$ cat config.mk
export PLATFORM = sky130hd
export DESIGN_NAME = mem_wb_stage_flat
export DESIGN_NICKNAME = d
export VERILOG_FILES = /design/src/rtl/mem_wb_stage_if.sv /design/src/rtl/mem_wb_stage.sv /design/src/flat_wrapper.sv
export SDC_FILE = /design/constraint.sdc
export NUM_CORES = 2
export LEC_CHECK = 0
export CAP_MARGIN = 20
export CORE_ASPECT_RATIO = 0.75
export CORE_MARGIN = 4
export CORE_UTILIZATION = 60
export CTS_CLUSTER_SIZE = 14
export DETAILED_ROUTE_END_ITERATION = 10
export PLACE_DENSITY = 0.74
export SLEW_MARGIN = 20
export SYNTH_ARGS = -nofsm -noshare
export SYNTH_HDL_FRONTEND = slang
export SYNTH_SLANG_ARGS = --single-unit
$ cat constraint.sdc
create_clock -name clk -period 8.1 [get_ports clk]
set_input_delay 0.81 -clock clk [delete_from_list [all_inputs] [get_ports clk]]
set_output_delay 0.81 -clock clk [all_outputs]
set_load 0.01 [all_outputs]
$ cat src/rtl/mem_wb_stage_if.sv
// rtl/mem_wb_stage_if.sv - execute-to-writeback signal bundle for mem_wb_stage (MEM_RANGE_CHECK_EN adds mem_err)
interface mem_wb_stage_if #(
  parameter int NREG_W = 4
);
  logic              valid_ex;
  logic [5:0]        op_ex;
  logic [NREG_W-1:0] rd_ex;
  logic [15:0]       ans_ex;
  logic [15:0]       DM_data;
  logic [1:0]        flag_ex;
  logic              stall;
  logic              wb_en;
  logic [NREG_W-1:0] wb_addr;
  logic [15:0]       wb_data;
  logic [1:0]        flag_wb;
`ifdef MEM_RANGE_CHECK_EN
  logic              mem_err;

  modport master (
    output valid_ex, op_ex, rd_ex, ans_ex, DM_data, flag_ex,
    input  stall, wb_en, wb_addr, wb_data, flag_wb, mem_err
  );
  modport slave (
    input  valid_ex, op_ex, rd_ex, ans_ex, DM_data, flag_ex,
    output stall, wb_en, wb_addr, wb_data, flag_wb, mem_err
  );
`else
  modport master (
    output valid_ex, op_ex, rd_ex, ans_ex, DM_data, flag_ex,
    input  stall, wb_en, wb_addr, wb_data, flag_wb
  );
  modport slave (
    input  valid_ex, op_ex, rd_ex, ans_ex, DM_data, flag_ex,
    output stall, wb_en, wb_addr, wb_data, flag_wb
  );
`endif
endinterface

$ cat src/rtl/mem_wb_stage.sv
// rtl/mem_wb_stage.sv - memory/write-back stage with latency-configurable data RAM
// Optional macro MEM_RANGE_CHECK_EN: flags and suppresses out-of-range load/store addresses.
module mem_wb_stage #(
  parameter int ADDR_W  = 8,
  parameter int MEM_LAT = 2,
  parameter int NREG_W  = 4
) (
  input  logic          clk,
  input  logic          reset,
  mem_wb_stage_if.slave bus
);
  localparam int         DEPTH    = 2 ** ADDR_W;
  localparam logic [5:0] OP_LOAD  = 6'b010100;
  localparam logic [5:0] OP_STORE = 6'b010101;

  typedef enum logic [1:0] {IDLE, WAIT, ACCESS} state_t;

  if (MEM_LAT < 0 || MEM_LAT > 7) begin : g_lat_check
    $error("mem_wb_stage: MEM_LAT must be within 0..7");
  end

  localparam logic [2:0] LAT3 = 3'(MEM_LAT);

  state_t            state, state_nxt;
  logic [2:0]        cnt;
  logic              is_load_q;
  logic [NREG_W-1:0] rd_q;
  logic [ADDR_W-1:0] addr_q;
  logic [15:0]       data_q;
  logic              accept, is_mem, is_wb;
  logic              addr_hi_nz, access_err;
  logic [15:0]       mem [DEPTH];

  assign addr_hi_nz = |bus.ans_ex[15:ADDR_W];

`ifdef MEM_RANGE_CHECK_EN
  logic err_q;

  always_ff @(posedge clk or negedge reset) begin
    if (!reset) begin
      err_q       <= 1'b0;
      bus.mem_err <= 1'b0;
    end else begin
      if (accept) err_q <= addr_hi_nz;
      bus.mem_err <= (state == ACCESS) && err_q;
    end
  end

  assign access_err = err_q;
`else
  logic unused_addr_hi;
  assign unused_addr_hi = addr_hi_nz;
  assign access_err     = 1'b0;
`endif

  always_comb begin
    is_mem = (bus.op_ex == OP_LOAD) || (bus.op_ex == OP_STORE);
    is_wb  = 1'b0;
    if (bus.op_ex[5:4] == 2'b00) begin
      is_wb = 1'b1;
    end else if (bus.op_ex == 6'b010110 || bus.op_ex == 6'b011001 ||
                 bus.op_ex == 6'b011010 || bus.op_ex == 6'b011011) begin
      is_wb = 1'b1;
    end
  end

  assign accept    = (state == IDLE) && bus.valid_ex;
  assign bus.stall = (state != IDLE);

  always_ff @(posedge clk or negedge reset) begin
    if (!reset) state <= IDLE;
    else        state <= state_nxt;
  end

  always_comb begin
    state_nxt = state;
    case (state)
      IDLE: begin
        if (accept && is_mem) begin
          if (MEM_LAT == 0) state_nxt = ACCESS;
          else              state_nxt = WAIT;
        end
      end
      WAIT:    if (cnt == 3'd1) state_nxt = ACCESS;
      ACCESS:  state_nxt = IDLE;
      default: state_nxt = IDLE;
    endcase
  end

  always_ff @(posedge clk or negedge reset) begin
    if (!reset) begin
      cnt         <= 3'd0;
      is_load_q   <= 1'b0;
      rd_q        <= '0;
      addr_q      <= '0;
      data_q      <= 16'h0000;
      bus.wb_en   <= 1'b0;
      bus.wb_addr <= '0;
      bus.wb_data <= 16'h0000;
      bus.flag_wb <= 2'b00;
    end else begin
      bus.wb_en <= 1'b0;
      if (accept) begin
        bus.flag_wb <= bus.flag_ex;
        rd_q        <= bus.rd_ex;
        addr_q      <= bus.ans_ex[ADDR_W-1:0];
        data_q      <= bus.DM_data;
        is_load_q   <= (bus.op_ex == OP_LOAD);
        cnt         <= LAT3;
        if (is_wb) begin
          bus.wb_en   <= 1'b1;
          bus.wb_addr <= bus.rd_ex;
          bus.wb_data <= bus.ans_ex;
        end
      end
      if (state == WAIT) cnt <= cnt - 3'd1;
      // Load data leaves the RAM at the end of ACCESS; out-of-range loads return zero.
      if (state == ACCESS && is_load_q) begin
        bus.wb_en   <= 1'b1;
        bus.wb_addr <= rd_q;
        bus.wb_data <= access_err ? 16'h0000 : mem[addr_q];
      end
    end
  end

  // Reset forces IDLE asynchronously, so an interrupted store never reaches this write.
  always_ff @(posedge clk) begin
    if (state == ACCESS && !is_load_q && !access_err) mem[addr_q] <= data_q;
  end
endmodule

$ cat src/flat_wrapper.sv
// flat-port wrapper written by rule: the top's interface ports become plain ports
module mem_wb_stage_flat 
#(
  parameter int ADDR_W  = 8,
  parameter int MEM_LAT = 2,
  parameter int NREG_W  = 4
)
  (clk, reset, bus_valid_ex, bus_op_ex, bus_rd_ex, bus_ans_ex, bus_DM_data, bus_flag_ex, bus_stall, bus_wb_en, bus_wb_addr, bus_wb_data, bus_flag_wb);
  mem_wb_stage_if #(.NREG_W(NREG_W)) bus_i ();
  input  logic clk;
  input  logic reset;
  input wire logic [$bits(bus_i.valid_ex)-1:0] bus_valid_ex;
  input wire logic [$bits(bus_i.op_ex)-1:0] bus_op_ex;
  input wire logic [$bits(bus_i.rd_ex)-1:0] bus_rd_ex;
  input wire logic [$bits(bus_i.ans_ex)-1:0] bus_ans_ex;
  input wire logic [$bits(bus_i.DM_data)-1:0] bus_DM_data;
  input wire logic [$bits(bus_i.flag_ex)-1:0] bus_flag_ex;
  output wire logic [$bits(bus_i.stall)-1:0] bus_stall;
  output wire logic [$bits(bus_i.wb_en)-1:0] bus_wb_en;
  output wire logic [$bits(bus_i.wb_addr)-1:0] bus_wb_addr;
  output wire logic [$bits(bus_i.wb_data)-1:0] bus_wb_data;
  output wire logic [$bits(bus_i.flag_wb)-1:0] bus_flag_wb;
  assign bus_i.valid_ex = bus_valid_ex;
  assign bus_i.op_ex = bus_op_ex;
  assign bus_i.rd_ex = bus_rd_ex;
  assign bus_i.ans_ex = bus_ans_ex;
  assign bus_i.DM_data = bus_DM_data;
  assign bus_i.flag_ex = bus_flag_ex;
  assign bus_stall = bus_i.stall;
  assign bus_wb_en = bus_i.wb_en;
  assign bus_wb_addr = bus_i.wb_addr;
  assign bus_wb_data = bus_i.wb_data;
  assign bus_flag_wb = bus_i.flag_wb;
  mem_wb_stage #(.ADDR_W(ADDR_W), .MEM_LAT(MEM_LAT), .NREG_W(NREG_W)) u_core (.clk(clk), .reset(reset), .bus(bus_i));
endmodule
==> impl_results.md <==
* Outcome: finished clean
* Via count at 85384
* Port Buf Inserts at 70
* Drt drc at 0
* Post-synthesis sequential area ratio at 0.7791
* Num ports at 71
* Worst-path maximum fanout at 30
* Most frequent CP cell: buf_4
* Non-filler cells in the finished layout at 11671
* CP Buf/Inv Count at 3
* RR Startpoint: u_core.addr_q[2]
* FFs w/ async S/R, synth at 0.01373
* Cell Area, Synth at 159700 um2
* CTS tree: done
* Critical path class: register to register
* Largest stage delay, worst path at 1020 ps
* DRT iter0 DRCs at 17834
* CP Data Arrival Time at 6680 ps
* Maximum VDD drop at 367.5 uV
* R2R cell count at 10
* Cell taking the most area after synthesis: edfxtp_1
* Synth top area share at 0.7702
* Worst clock skew at 58.82 ps
* Power per cell area at 329.2 nW/um2
* Minimum clock period at 5880 ps
* Area of the multi-input gates at 33270 um2
* Gpl congestion at 1.011
* Core Footprint at 263900 um2
* Initial Utilization at 0.6052
* FMAX at 0.1701 GHz
* Endpoints failing setup at 0
* Rel. slew slack at 0.07740
* Post-synthesis net count at 7437
* Most numerous cell in the Yosys netlist: edfxtp_1
* Cells after Synth at 7388
* Share of layout cells above drive strength 1 at 0.2395
* Setup crit end: u_core.bus.wb_data[3]
* Largest delay contributor family on the critical path: compound AO/OA/AOI/OAI gates
* WL per Instance at 40.89 um
* Dominant synthesized flop cell: edfxtp_1
* Fin crit share at 0.7260
* Layout Nets at 7904
* H-tree depth at 5
* RSZ-0062 raised after global routing: no
* Drt total wl at 477200 um
* CTS Sinks at 4153
* Hold Crit Class: input port to async pin
* Area after DPL at 166500 um2
* Lkg Pwr at 55.86 nW
* Reg area at 124500 um2
* RR Endpoint: u_core.bus.wb_data[3]
* Largest net degree at the start of global routing at 210
* Number of global-route vias before repair at 80403
* Top post-synthesis cells by count: edfxtp_1, mux4_2, mux2i_1, nor2_1, nand2_1
* CP max stage cell: dfrtp_4
* Critical path data required time at 8900 ps
* Final instance area at 177600 um2
* Placed insts at 11022
* Setup TNS at 0 ps
* Die width at 603.7 um
* Number of synthesized flops with an enable pin at 4096
* Clock transition at path regs at 60 ps
* CTS root buffer: clkbuf_16
* CP Launch Type: register
* Total congestion overflow at 0
* Reg2Reg Setup Slack at 2220 ps
* Syn-to-layout area delta at 11.23%
* Final Hold Viols at 0
* Cells taking the most area after synthesis: edfxtp_1, mux4_2, mux2i_1
* Gr usage total at 0.3463
* Netlist cell types at 74
* Die Area at 274600 um2
* Worst-Skew Late Latency at 930 ps
* Hold buffer count at cts at 0
* First-pass GRT wire length at 656000 um
* Vias per Instance at 7.316
* Detailed Place HPWL at 289000 um
* Levels on crit path at 10
* Pin slew with the least headroom to its limit at 1371 ps
* Die span in y at 454.8 um
* Filler Cell Count at 16173
* DRT antenna net count at 0
* Number of iterations in the first detailed-routing pass at 7
* Bufs on Longest Clock Path at 4
* MaxCap Viol Count at 0
* Post-CTS Resized at 0
* Syn Area/Cell at 21.62 um2
* Std-Cell Rows at 163
* Critical-path cell list: buf_4 -> buf_4 -> or2_2 -> buf_4 -> o22ai_1 -> a2111oi_0 -> nand2_1 -> nand3_1 -> a31oi_1 -> a221o_1
* Setup bufs post-CTS at 0
* Synth Warn # at 0
* Max Slew Vio Count at 0
* CTS Buf Count at 369
* Worst Setup End Kind: register
* Worst setup startpoint: u_core.addr_q[2]
* Yosys reg bits at 4153
* Initial antenna violation count at 27
cell type report:
class | instances | area share
inverters | 13 | 0.0003522
clock inverters | 146 | 0.005607
clock buffers | 478 | 0.05559
well taps | 3547 | 0.02498
repair buffers | 516 | 0.02505
diodes | 16 | 0.0002254
multi-input cells | 2802 | 0.1873
flip-flops and latches | 4153 | 0.7009
cells by family (layout without fill, tap and decap cells):
family | after synthesis | after routing | synth area share
AND/OR/NAND/NOR | 843 | 843 | 0.02299
adder cells (fa/ha/maj) | 2 | 2 | 0.0001567
multiplexers | 1321 | 1321 | 0.1560
other | 0 | 16 | 0
AO/OA/AOI/OAI | 636 | 636 | 0.02736
flip-flops | 4153 | 4153 | 0.7791
buffers and inverters | 433 | 1153 | 0.01438
through the flow:
| step | util | power [mW] | setup slack, ps | hold slack, ps |
|---|---|---|---|---|
| 2_1_floorplan | - | 35.48 | 4113 | 446.0 |
| 5_1_grt | 0.6730 | 59.61 | 2419 | 110.2 |
| 6_report | 0.6731 | 58.47 | 2220 | 69.73 |
| 4_1_cts | 0.6721 | 57.69 | 2651 | 62.54 |
| 3_5_place_dp | 0.6309 | 41.57 | 2677 | 463.3 |
| 3_3_place_gp | 0.6305 | 41.28 | 2540 | 459.9 |
cell usage in the layout, fill, tap and decap left out, types with 93 or more instances in the layout:
master	n
a22oi_1	128
buf_4	408
clkbuf_1	96
clkbuf_16	378
clkinv_1	93
edfxtp_1	4096
mux2i_1	352
mux4_2	931
nand2_1	294
nor2_1	296
o22ai_1	109
layer usage:
metal,global-route usage,up-vias,wire length (um)
li1,-,31879,-
met1,0.4939,44128,164300
met2,0.4695,8019,201200
met3,0.1484,1336,84320
met4,0.1555,22,26910
met5,0.007524,-,506
power breakdown:
part / switching (mW) / total, mW / internal [mW] / leakage, nW
registers: 0.886 / 26.8 / 25.9 / 37.7
logic: 10.4 / 15.2 / 4.78 / 12.8
clock network: 7.51 / 16.5 / 8.95 / 5.29
worst min-delay path by stage:
| stage | start | to | slack [ps] | cells after the start |
|---|---|---|---|---|
| 2_1_floorplan | u_core.rd_q[0] | u_core.rd_q[0] | 450 | 2 |
| 3_3_place_gp | u_core.bus.flag_wb[0] | u_core.bus.flag_wb[0] | 460 | 2 |
| 3_5_place_dp | u_core.rd_q[0] | u_core.rd_q[0] | 460 | 2 |
| 4_1_cts | reset | u_core.bus.flag_wb[0] | 60 | 2 |
| 5_1_grt | reset | u_core.bus.flag_wb[0] | 110 | 2 |
| 6_report | reset | u_core.bus.flag_wb[0] | 70 | 2 |
flip-flops by register name (all words and copies together), names as in the netlist:
signal / count
u_core.mem: 4096
u_core.bus.wb_data: 16
u_core.data_q: 16
u_core.addr_q: 8
u_core.bus.wb_addr: 4
u_core.rd_q: 4
u_core.cnt: 3
u_core.bus.flag_wb: 2
u_core.state: 2
u_core.bus.wb_en: 1
u_core.is_load_q: 1
No activity file was read; power rests on OpenSTA's default activity.
